--- config.mk ---
export PLATFORM = sky130hd
export DESIGN_NAME = muldiv_seq
export DESIGN_NICKNAME = d
export VERILOG_FILES = /design/src/rtl/muldiv_seq.sv
export SDC_FILE = /design/constraint.sdc
export NUM_CORES = 1
export LEC_CHECK = 0
export BUFFER_PORTS_ARGS = -buffer_cell sky130_fd_sc_hd__clkbuf_2
export CAP_MARGIN = 15
export CORE_ASPECT_RATIO = 1.1
export CORE_MARGIN = 2
export CORE_UTILIZATION = 47
export DETAILED_ROUTE_END_ITERATION = 10
export PLACE_DENSITY = 0.69
export SLEW_MARGIN = 20
export SYNTH_ARGS = -nofsm -noshare
export SYNTH_HDL_FRONTEND = slang
export SYNTH_SLANG_ARGS = --single-unit
--- constraint.sdc ---
create_clock -name clk -period 2 [get_ports clk]
set_input_delay 0 -clock clk [delete_from_list [all_inputs] [get_ports clk]]
set_output_delay 0 -clock clk [all_outputs]
set_load 0.01 [all_outputs]
--- src/rtl/muldiv_seq.sv ---
// Multi-cycle sequencer for the shared multiply/divide units: runs the unit enables for a fixed
// cycle count, then pulses the HI/LO writes. Optional div-by-zero trap: MULDIV_DIV0_CHECK_EN.
module muldiv_seq #(
  parameter int unsigned MULT_CYCLES = 32,
  parameter int unsigned DIV_CYCLES  = 32
) (
  input  logic clk,
  input  logic reset,
  input  logic start_mult,
  input  logic start_div,
  input  logic div0,
  input  logic abort,
  output logic busy,
  output logic done,
  output logic div0_excp,
  output logic multControl,
  output logic divControl,
  output logic himultControl,
  output logic lomultControl,
  output logic hidivControl,
  output logic lodivControl
);

  localparam logic [5:0] MultLoad = 6'(MULT_CYCLES - 1);
  localparam logic [5:0] DivLoad  = 6'(DIV_CYCLES - 1);

  typedef enum logic [2:0] {
    StIdle,
    StMrun,
    StDrun,
    StMwr,
`ifdef MULDIV_DIV0_CHECK_EN
    StDwr,
    StExcp
`else
    StDwr
`endif
  } state_e;

  typedef struct packed {
    logic busy;
    logic done;
    logic excp;
    logic mult;
    logic div;
    logic hm;
    logic lm;
    logic hd;
    logic ld;
  } outs_t;

  state_e     r_state, w_state_next;
  logic [5:0] r_cnt, w_cnt_next;
  outs_t      r_outs, w_outs_next;

  // Outputs are registered from the next-state decode so they line up with the state itself.
  always_ff @(posedge clk or posedge reset) begin
    if (reset) begin
      r_state <= StIdle;
      r_cnt   <= '0;
      r_outs  <= '0;
    end else begin
      r_state <= w_state_next;
      r_cnt   <= w_cnt_next;
      r_outs  <= w_outs_next;
    end
  end

  always_comb begin
    w_state_next = r_state;
    w_cnt_next   = r_cnt;
    case (r_state)
      StIdle: begin
        if (abort) begin
          w_state_next = StIdle;
        end else if (start_mult) begin
          w_state_next = StMrun;
          w_cnt_next   = MultLoad;
        end else if (start_div) begin
`ifdef MULDIV_DIV0_CHECK_EN
          if (div0) begin
            w_state_next = StExcp;
          end else begin
            w_state_next = StDrun;
            w_cnt_next   = DivLoad;
          end
`else
          w_state_next = StDrun;
          w_cnt_next   = DivLoad;
`endif
        end
      end
      StMrun, StDrun: begin
        if (abort) begin
          w_state_next = StIdle;
          w_cnt_next   = '0;
        end else if (r_cnt == 6'd0) begin
          w_state_next = (r_state == StMrun) ? StMwr : StDwr;
        end else begin
          w_cnt_next = r_cnt - 6'd1;
        end
      end
      default: w_state_next = StIdle;
    endcase
  end

  always_comb begin
    w_outs_next      = '0;
    w_outs_next.busy = (w_state_next != StIdle);
    case (w_state_next)
      StMrun: w_outs_next.mult = 1'b1;
      StDrun: w_outs_next.div  = 1'b1;
      StMwr: begin
        w_outs_next.done = 1'b1;
        w_outs_next.hm   = 1'b1;
        w_outs_next.lm   = 1'b1;
      end
      StDwr: begin
        w_outs_next.done = 1'b1;
        w_outs_next.hd   = 1'b1;
        w_outs_next.ld   = 1'b1;
      end
`ifdef MULDIV_DIV0_CHECK_EN
      StExcp: w_outs_next.excp = 1'b1;
`endif
      default: ;
    endcase
  end

  assign busy          = r_outs.busy;
  assign done          = r_outs.done;
  assign multControl   = r_outs.mult;
  assign divControl    = r_outs.div;
  assign himultControl = r_outs.hm;
  assign lomultControl = r_outs.lm;
  assign hidivControl  = r_outs.hd;
  assign lodivControl  = r_outs.ld;

`ifdef MULDIV_DIV0_CHECK_EN
  assign div0_excp = r_outs.excp;
`else
  logic w_unused_div0;
  assign w_unused_div0 = div0 ^ r_outs.excp;
  assign div0_excp     = 1'b0;
`endif

endmodule

==> results of run 1 <==
==> cells in the mapped netlist (all sizes together) (2+ instances only) <==
cell type and number:
o21ai 4, dfrtp 15, buf 7, and4bb 2
inv 4, nor4 4, nor2 11, nor3 7
a21oi 3, mux2 2, or2 3, nand2 2
==> stage by stage <==
stage / std cells / total power [mW]
after CTS: 110 / 0.720
after floorplan: 81 / 0.512
final: 111 / 0.711
after detailed placement: 105 / 0.546
after global placement: 105 / 0.541
after global routing: 111 / 0.767
==> report_power, final <==
part	leakage, nW	total [mW]	switching [mW]	internal, mW
Sequential	0.187	0.378	0.0361	0.342
Clock	0.0150	0.168	0.0906	0.0774
Combinational	0.221	0.165	0.0898	0.0755
Total	0.423	0.711	0.216	0.495
==> state kept, by name, summed over array words and instances (netlist names) <==
register	cells
r_cnt	6
divControl	1
himultControl	1
done	1
busy	1
multControl	1
hidivControl	1
r_state	3
==> path summary, 6_finish.rpt <==
| check | endpoint | slack, ns | cells past startpoint |
|---|---|---|---|
| max in group asynchronous | busy | 1.34 | 3 |
| max | r_cnt[0] | 0.13 | 4 |
| min in group asynchronous | multControl | 0.30 | 3 |
| min reg2reg | r_cnt[2] | 0.54 | 2 |
| max reg2reg | r_cnt[0] | 0.13 | 4 |
| min | r_state[0] | 0.05 | 3 |
==> worst max-delay path, stage by stage, from the launching register on <==
cell	delay, ns
dfrtp_1	0.40
or3_1	0.44
nor4_4	0.39
or2_4	0.22
mux2_1	0.31
==> logic make-up (layout without fill, tap and decap cells) <==
| logic type | Yosys count | after routing |
|---|---|---|
| AOI/OAI and AO/OA | 15 | 15 |
| xor gates and xnor gates | 1 | 1 |
| adders and majority gates | 1 | 1 |
| buffers and inverters | 11 | 24 |
| DFF | 15 | 15 |
| muxes | 2 | 2 |
| other | 1 | 1 |
| and+or+nand+nor | 35 | 35 |
==> metal layers <==
metal / track usage [%] / share of wire, % / vias up
li1: - / - / 310
met4: 10.9 / 2.1 / 0
met5: 0 / 0 / -
met2: 25.0 / 43 / 17
met3: 2.64 / 3.7 / 8
met1: 23.0 / 51 / 297
==> timing repair <==
action,CTS,global route
hold buffers,1,0
endpoints found under the setup margin,0,2
endpoints found under the hold margin,15,0
setup buffers,0,1
==> area by class of cell <==
cell class | instances | area [um^2]
fillers | 146 | 702
repair buffers | 16 | 92.6
well taps | 17 | 21.3
flip-flops and latches | 15 | 375
clock buffers | 4 | 26.3
multi-input cells | 55 | 363
inverters | 4 | 15.0
==> reports/qor.txt, run 1 <==
Power Dens Cells = 796 nW/um^2
CP Capture Type = flop
PostCTS Resize Cnt = 0
Via density = 5.69
Final setup TNS = 0 ns
Routability cong. = 0.780
Worst r2r src = r_cnt[5]
Total Wirelength = 1.41 mm
Fin util = 56.0%
Worst-Skew Late Latency = 0.28 ns
Adder-Cell Fraction of Synth Area = 1.54%
Compound-Gate Fraction of Synth Area = 12.4%
Ant. Diodes = 0
Post-Synthesis Cell Area = 815 um^2
PnR worst setup slack = 0.131 ns
Post-synthesis simple-gate area fraction = 26.3%
DR pass1 iterations = 4
Area Overhead vs Synth = 9.68%
Fmax achieved = 535 MHz
Max clock buf depth = 2
Post-synth top area share = 46.1%
Syn Inst Count = 81
Outcome = completed
Port Buf Inserts = 12
Initial Utilization = 51.1%
Share of cells above drive strength 1 = 27.7%
Hold WS = 0.0493 ns
Final Hold Fails = 0
Min Clock Period, post-route = 1.87 ns
Crit path required time = 2.17 ns
Clock skew = 0.000626 ns
Die area = 2080 um^2
I/O pin count = 15
Worst Tran Pin Value = 0.559 ns
Initial antenna violation count = 0
Largest family of logic cells by synthesized area = simple AND/OR/NAND/NOR gates
Post-route DRC = 0
WP data arrival = 2.04 ns
Core area = 1600 um^2
Post-synthesis mux area share = 2.76%
Num Clock Sinks = 15
CTS tree = done
Nets = 102
Cell Area, Placed = 850 um^2
YS warnings = 0
Ys flop type = dfrtp_1
XOR/XNOR Fraction of Synth Area = 1.08%
Final Instance Area = 893 um^2
Avg Cell Area, Syn = 10.1 um^2
Hpwl dp = 1.02 mm
DIE HEIGHT = 47.7 um
ANT nets after route = 0
Ys async rst share = 100%
Final setup viols = 0
Maximum VDD drop = 0.386 mV
Number of library cell types mapped by synthesis = 36
Crit Path Class = flop to flop
Fin crit share = 93.5%
Most common cell after layout, fill and taps aside = dfrtp_1
Largest net degree at the start of global routing = 16
Vias = 632
Clock Root Buffer = clkbuf_4
CTS clock-pin slew for the worst setup and hold paths = 0.08 ns
CP max FO = 5
Hold path start = start_mult
Vias in the first global route = 580
GR Overflow Total = 0
CP startpoint = r_cnt[5]
Highest-count cells in the layout ignoring fill and taps = 15 x dfrtp_1, 12 x clkbuf_2, 11 x nor2_1
Lkg Pwr = 0.423 nW
Register bit total from synthesis = 15
Syn nets = 88
Most area-consuming cells after synthesis = dfrtp_1 46%, nor2_1 5.1%, buf_6 4.1%
Worst slack, placed = 0.153 ns
Post-synth top area cell = dfrtp_1
Critical Path Source Type = flop
Routed wire length per instance = 12.7 um
Hold crit path type = input port to flop
Max-Cap Viols = 0
Die Wd = 43.7 um
Rel. slew slack = 62.7%
RSZ-0062 raised after global routing = no
First-pass GRT wire length = 2.48 mm
GR Util All Layers = 16.8%
Sequential area share after synthesis = 46.1%
# rows = 15
Max Transition Viols Final = 0
# H-tree levels = 1
Total CTS buffers = 3
1st-iter DRT viols = 13
Number of flops mapped to enable cells by yosys = 0
(Power assumes the default switching activity.)
==> run 2, diff against run 1 <==
--- a/config.mk
+++ b/config.mk
@@ -9,9 +9,10 @@
 export CAP_MARGIN = 15
 export CORE_ASPECT_RATIO = 1.1
 export CORE_MARGIN = 2
-export CORE_UTILIZATION = 47
+export CORE_UTILIZATION = 45
+export CTS_CLUSTER_DIAMETER = 120
 export DETAILED_ROUTE_END_ITERATION = 10
-export PLACE_DENSITY = 0.69
+export PLACE_DENSITY = 0.67
 export SLEW_MARGIN = 20
 export SYNTH_ARGS = -nofsm -noshare
 export SYNTH_HDL_FRONTEND = slang
==> run 2 against run 1 <==
Net effect:
- via count is 1.9% lower
- hold slack got worse by 0.014 ns
- sequential power decreased by 2%
- clock skew grew 0.0029 ns
- sequential cell count is the same
- critical endpoint unchanged
==> reports/qor.txt, run 2 (same netlist as run 1, synthesis figures left out) <==
Outcome = completed
RSZ-0062 raised after global routing = no
Post-route DRC = 0
Most common cell after layout, fill and taps aside = dfrtp_1
Reg area = 375 um^2
Hpwl dp = 1.11 mm
Core area = 1740 um^2
Area Overhead vs Synth = 11.7%
Slowest cell delay on critical path = 0.43 ns
Fin crit share = 95.4%
I/O pin count = 15
Area of the multi-input gates = 363 um^2
Vias in the first global route = 625
CP Capture Type = flop
Worst-Skew Late Latency = 0.28 ns
Critical Path Source Type = flop
Clock skew = 0.00349 ns
GR Overflow Total = 0
Die area = 2170 um^2
Highest-count cells in the layout ignoring fill and taps = 15 x dfrtp_1, 12 x clkbuf_2, 11 x nor2_1
Total Wirelength = 1.48 mm
Hold path endpoint = busy
Final Hold Fails = 0
GR Util All Layers = 16.4%
Fillers = 165
Initial antenna violation count = 0
1st-iter DRT viols = 6
PostCTS Resize Cnt = 0
Worst r2r src = r_cnt[5]
First-pass GRT wire length = 2.62 mm
Clock Root Buffer = clkbuf_4
Rel. slew slack = 61.9%
Critical-path cell list = or3_1, nor4_4, or2_4, mux2_1
Max Transition Viols Final = 0
Die Wd = 44.6 um
Num Clock Sinks = 15
Hold crit path type = input port to flop
Min Clock Period, post-route = 1.91 ns
CP max FO = 6
Vias = 620
Max clock buf depth = 2
Maximum VDD drop = 0.406 mV
Setup bufs post-CTS = 0
Lkg Pwr = 0.433 nW
Worst slack, placed = 0.122 ns
Share of cells above drive strength 1 = 29.2%
DR pass1 iterations = 4
Final setup TNS = 0 ns
Worst Tran Pin Value = 0.572 ns
Via density = 5.44
Largest net degree at the start of global routing = 16
Nets = 104
Hold path start = start_div
Routed wire length per instance = 13.0 um
PnR worst setup slack = 0.0927 ns
Port Buf Inserts = 12
CTS tree = done
Crit path required time = 2.17 ns
# H-tree levels = 1
Routability cong. = 0.729
Total CTS buffers = 3
Max FFs per register = 6
WP data arrival = 2.08 ns
Top flop regs = r_cnt (6), r_state (3)
Cell Area, Placed = 873 um^2
Fmax achieved = 524 MHz
Fin util = 52.2%
Crit Path Class = flop to flop
# rows = 16
Power Dens Cells = 801 nW/um^2
CTS clock-pin slew for the worst setup and hold paths = 0.09 ns
Reg2reg setup slack = 0.09 ns
ANT nets after route = 0
DIE HEIGHT = 48.6 um
Worst path slowest cell = or3_1
Ant. Diodes = 0
Final Instance Area = 910 um^2
End of the worst register-to-register path = r_cnt[0]
Biggest register = r_cnt
R2R depth = 4
Tot Pwr = 728 uW
Hold depth = 3
Max-Cap Viols = 0
Initial Utilization = 46.8%
Final setup viols = 0
## run 2: changes by cell type in the layout (fill, tap and decap cells not counted), sizes merged
cell and change:
buf +2
## run 2: how the worst max path moves through the flow
| stage | from | to | slack, ns | cells after the start |
|---|---|---|---|---|
| floorplan | r_state[0] | r_cnt[3] | 0.22 | 5 |
| global placement | r_cnt[0] | r_cnt[0] | 0.15 | 6 |
| detailed placement | r_cnt[0] | r_cnt[0] | 0.12 | 6 |
| CTS | r_cnt[0] | r_cnt[0] | 0.12 | 6 |
| global route | r_state[1] | r_cnt[3] | 0.02 | 4 |
| finish | r_cnt[5] | r_cnt[0] | 0.09 | 4 |
## run 2: final cells by class
class / count / area share (%)
clock buffers: 4 / 2.89
inverters: 4 / 1.65
multi-input cells: 55 / 39.9
flip-flops and latches: 15 / 41.3
well taps: 18 / 2.48
repair buffers: 18 / 11.8
## run 2: layer usage
layer,global-route usage [%],wire length [um]
met5,0,0
met4,10.6,39
met3,3.36,35
met2,26.1,720
met1,19.4,685
## run 2: repair_timing
| item | in CTS | in global routing |
|---|---|---|
| hold buffers | 1 | 0 |
| endpoints found under the hold margin | 15 | 0 |
| endpoints found under the setup margin | 0 | 1 |
## run 2: where the power goes
| part | internal (mW) | total, mW | switching (mW) |
|---|---|---|---|
| Sequential | 0.342 | 0.370 | 0.0282 |
| Combinational | 0.0846 | 0.185 | 0.101 |
| Clock | 0.0775 | 0.173 | 0.0956 |
## run 2: worst max-delay path, delay by kind of cell (launching register included)
kind	cells	cell delay, ns
flip-flops	1	0.41
multiplexers	1	0.32
AND/OR/NAND/NOR	3	1.08
## run 2: per-stage QoR
stage / std cells / hold slack [ns]
after CTS: 114 / 0.0189
after global routing: 114 / 0.0235
after global placement: 109 / 0.0596
after floorplan: 81 / -0.0985
final: 114 / 0.0349
after detailed placement: 109 / 0.0760
